[src/rtl/range_list_producer_pkg.sv]
// Shared definitions for req/ack/eol list-stream producers and consumers.
// Other list blocks import this to agree on the handshake state encoding.
package range_list_producer_pkg;

  typedef enum logic [1:0] {
    ST_IDLE     = 2'd0,
    ST_ARMED    = 2'd1,
    ST_ACK      = 2'd2,
    ST_FINISHED = 2'd3
  } list_state_t;

endpackage

[src/rtl/range_list_producer.sv]
// Responder end of the req/ack/eol list stream: serves lo, lo+STEP, ... <= hi
// one element per request, then a single end-of-list acknowledge.
module range_list_producer
  import range_list_producer_pkg::*;
#(
  parameter int WIDTH = 8,
  parameter int STEP  = 1
) (
  input  logic             CLOCK_50,
  input  logic             reset_n,
  input  logic             ready,
  output logic             done,
  input  logic [WIDTH-1:0] lo,
  input  logic [WIDTH-1:0] hi,
  input  logic             req,
  output logic             ack,
  output logic             eol,
  output logic [WIDTH-1:0] value
);

  localparam logic [WIDTH:0] STEP_INC = (WIDTH+1)'(STEP);

  list_state_t      state;
  // One spare bit so hi = all-ones terminates instead of wrapping to zero.
  logic [WIDTH:0]   cur;
  logic [WIDTH-1:0] lim;
  logic             eol_flag;

  always_ff @(posedge CLOCK_50 or negedge reset_n) begin
    if (!reset_n) begin
      state    <= ST_IDLE;
      cur      <= '0;
      lim      <= '0;
      eol_flag <= 1'b0;
      ack      <= 1'b0;
      eol      <= 1'b0;
      value    <= '0;
      done     <= 1'b0;
    end else if (!ready) begin
      state    <= ST_IDLE;
      eol_flag <= 1'b0;
      ack      <= 1'b0;
      eol      <= 1'b0;
      value    <= '0;
      done     <= 1'b0;
    end else begin
      ack <= 1'b0;
      case (state)
        ST_IDLE: begin
          cur      <= {1'b0, lo};
          lim      <= hi;
          eol_flag <= 1'b0;
          state    <= ST_ARMED;
        end
        ST_ARMED: begin
          if (req) begin
            ack   <= 1'b1;
            state <= ST_ACK;
            if (cur <= {1'b0, lim}) begin
              value <= cur[WIDTH-1:0];
              eol   <= 1'b0;
              cur   <= cur + STEP_INC;
            end else begin
              value    <= '0;
              eol      <= 1'b1;
              eol_flag <= 1'b1;
            end
          end
        end
        ST_ACK: begin
          // Requests seen here are ignored so a slow consumer cannot double-fire.
          if (eol_flag) begin
            state <= ST_FINISHED;
            done  <= 1'b1;
          end else begin
            state <= ST_ARMED;
          end
        end
        ST_FINISHED: begin
          done <= 1'b1;
          if (req) begin
            ack   <= 1'b1;
            eol   <= 1'b1;
            value <= '0;
            state <= ST_ACK;
          end
        end
        default: state <= ST_IDLE;
      endcase
    end
  end

endmodule

[config.mk]
export PLATFORM = sky130hd
export DESIGN_NAME = range_list_producer
export DESIGN_NICKNAME = d
export VERILOG_FILES = /design/src/rtl/range_list_producer_pkg.sv /design/src/rtl/range_list_producer.sv
export SDC_FILE = /design/constraint.sdc
export NUM_CORES = 1
export LEC_CHECK = 0
export BUFFER_PORTS_ARGS = -buffer_cell sky130_fd_sc_hd__buf_4
export CELL_PAD_IN_SITES_DETAIL_PLACEMENT = 1
export CELL_PAD_IN_SITES_GLOBAL_PLACEMENT = 1
export CORE_MARGIN = 1.5
export CORE_UTILIZATION = 45
export CTS_CLUSTER_DIAMETER = 150
export DETAILED_ROUTE_END_ITERATION = 8
export PLACE_DENSITY_LB_ADDON = 0.1
export SYNTH_ARGS = -nofsm -noshare
export SYNTH_HDL_FRONTEND = slang
export SYNTH_SLANG_ARGS = --single-unit
[constraint.sdc]
create_clock -name CLOCK_50 -period 7.1 [get_ports CLOCK_50]
set_clock_uncertainty 0.15 [all_clocks]
set_input_delay 1.065 -clock CLOCK_50 [delete_from_list [all_inputs] [get_ports CLOCK_50]]
set_output_delay 1.065 -clock CLOCK_50 [all_outputs]
set_load 0.02 [all_outputs]
==> flow_summary.ini <==
[timing]
hold_violations = 0
timing.final.ws_setup_ns = 4.31
period_share_pct = 39.3
final.setup.tns_ns = 0
fmax_mhz = 358
rsz0062_at_grt = false
slew-limit-headroom_pct = 35.8
tightest_slew_ns = 0.959
fin_crit_ns = 2.79
hold_ws_ns = 0.351
setup_violations = 0
drv_slew = 0

[clocking]
cts_buffer_depth = 2
htreeDepth = 2
cts_resized = 0
cts_root_buf = clkbuf_4
clk_pin_slew_ns = 0.10
clk-insertion-delay-late_ns = 0.33
hold_buffers = 0
tritoncts = built
clock_sinks = 31
post_cts_buffers = 0
cts_inserted_buffers = 5

[synthesis]
synth-edff-count = 0
synth_cell_types = 36
ys.flop_type = dfrtp_1
ys_seq_elements = 31
syn_inst = 155
syn_area_um2 = 1620
synthTopCellsByCount = dfrtp_1, nand2_1, inv_1, nor2_1
synth_most_common_cell = dfrtp_1
yosysWarnings = 0
synth_top_area_share_pct = 48.0
synthTopCellsByArea = dfrtp_1, ha_1, mux2_4
synth_fp_nets = 184
syn_avg_cell_area_um2 = 10.4
synthArstFlopShare_pct = 100
yosys.area.top_type = dfrtp_1
synth.yosys.seq_area_share_pct = 48.0

[cells_and_area]
diodes = 0
area.growth.synth_to_final_pct = 21.2
n_fill_cell = 381
drive_gt1_share_pct = 27.1
nets = 216
fin_area_um2 = 1960

[floorplan]
die_h_um = 62.9
dieArea_um2 = 3960
io_pins = 31
core_um2 = 3390
row_count = 21
die_x_um = 62.9
start_util_pct = 47.7

[place]
hpwl_um = 2820
portBuffers = 30
gp_congestion = 0.825
placed_area_um2 = 1870
place_ws_ns = 4.31

[power]
power_leakage_uw = 0.000965
ir_drop_v = 0.000148
powerDensity_nw_per_um2 = 362
total_power_uw = 709

[outcome]
status = finished, final reports clean

[drt]
detail-route-antenna-nets = 0
drtIter0Drc = 36
drc = 0
wl_um = 3740
num_vias = 1257
routed_via_density = 5.37
avgRoutedWirePerCell_um = 16.0
drtPass1Iterations = 4

[critical_path]
crit_arrival_ns = 2.86
start_kind = register
endpoint_kind = register
crit_type = reg -> reg
startpoint = cur[4]$_DFFE_PN0P_
cp.required_ns = 7.17
reg2reg_from = cur[4]$_DFFE_PN0P_
cp_max_fo = 8

[global_routing]
grtUsageTotal_pct = 20.9
grt_max_degree = 32
grt_pass1_wl_um = 6290
grt_pass1_vias = 1306
overflow = 0
antenna_found_initial = 0

[job]
cap_violations = 0

[min_path]
min_path_type = reg -> reg
hold_start = eol$_DFFE_PN0P_
[worst max-delay path, cell delays in order, from the launching register on]
cell,delay (ns)
dfrtp_1,0.47
ha_1,0.36
nand4_1,0.13
o221a_2,0.27
a211oi_2,0.51
a21o_1,0.46
mux2_4,0.34
[registers in the layout (all words and copies together), names as in the netlist]
| register | cells |
|---|---|
| ack | 1 |
| cur | 9 |
| done | 1 |
| eol | 1 |
| eol_flag | 1 |
| lim | 8 |
| state | 2 |
| value | 8 |
[routing by layer]
layer	track usage [%]	vias up	share of wire, %
met5	0	-	0
met4	8.33	0	1.4
met3	5.05	6	4.1
met2	36.7	23	52
met1	24.3	626	43
li1	-	602	-
[cell usage in the layout, fill, tap and decap left out, types with 2 or more instances in the layout]
cell type  netlist  routed
inv_1           15      15
nor2_1          12      12
buf_4            0      30
xor2_1           2       2
nand2_1         16      16
nand3_1          5       5
o21ai_0          9       9
o21a_1           2       2
xnor2_1          4       4
mux2_4           6       6
a21oi_1          9       9
ha_1             9       9
a22o_1           8       8
clkbuf_4         0       5
dfrtp_1         31      31
o22ai_1          2       2
[worst paths after layout]
kind	slack, ns	cells after the start	end
worst max-delay path	4.31	6	cur[6]$_DFFE_PN0P_
worst max register to register	4.31	6	cur[6]$_DFFE_PN0P_
max in group asynchronous	6.00	1	lim[4]$_DFFE_PN0P_
worst min register to register	0.35	2	eol$_DFFE_PN0P_
worst min-delay path	0.35	2	eol$_DFFE_PN0P_
min in group asynchronous	0.50	1	value[5]$_DFFE_PN0P_
[through the flow]
| stage | utilization (%) | std cells |
|---|---|---|
| 2_1_floorplan | - | 155 |
| 3_3_place_gp | 55.2 | 226 |
| 3_5_place_dp | 55.2 | 226 |
| 4_1_cts | 57.8 | 234 |
| 5_1_grt | 57.8 | 234 |
| 6_report | 57.8 | 234 |
[kinds of logic after synthesis]
| kind of cell | Yosys count | share of synthesized area [%] |
|---|---|---|
| buffers and inverters | 20 | 5.11 |
| muxes | 8 | 6.89 |
| and+or+nand+nor | 41 | 11.7 |
| adders and majority gates | 9 | 6.97 |
| xor gates and xnor gates | 6 | 3.25 |
| AOI/OAI and AO/OA | 40 | 18.0 |
| DFF | 31 | 48.0 |
[layout make-up]
type / count / area [um2] / area share (%)
Tap cell: 46 / 57.6 / 2.94
Timing Repair Buffer: 30 / 225 / 11.5
Clock buffer: 6 / 51.3 / 2.62
Sequential cell: 31 / 776 / 39.6
Clock inverter: 2 / 35.0 / 1.79
Inverter: 15 / 56.3 / 2.88
Multi-Input combinational cell: 104 / 757 / 38.7
[power breakdown]
part           total [uW]  switching, uW  internal, uW
registers             274           55.5           219
clock network         146           62.6          83.2
logic                 289            146           143
total                 709            264           445
Note: power is estimated with default switching activity, not from simulation.
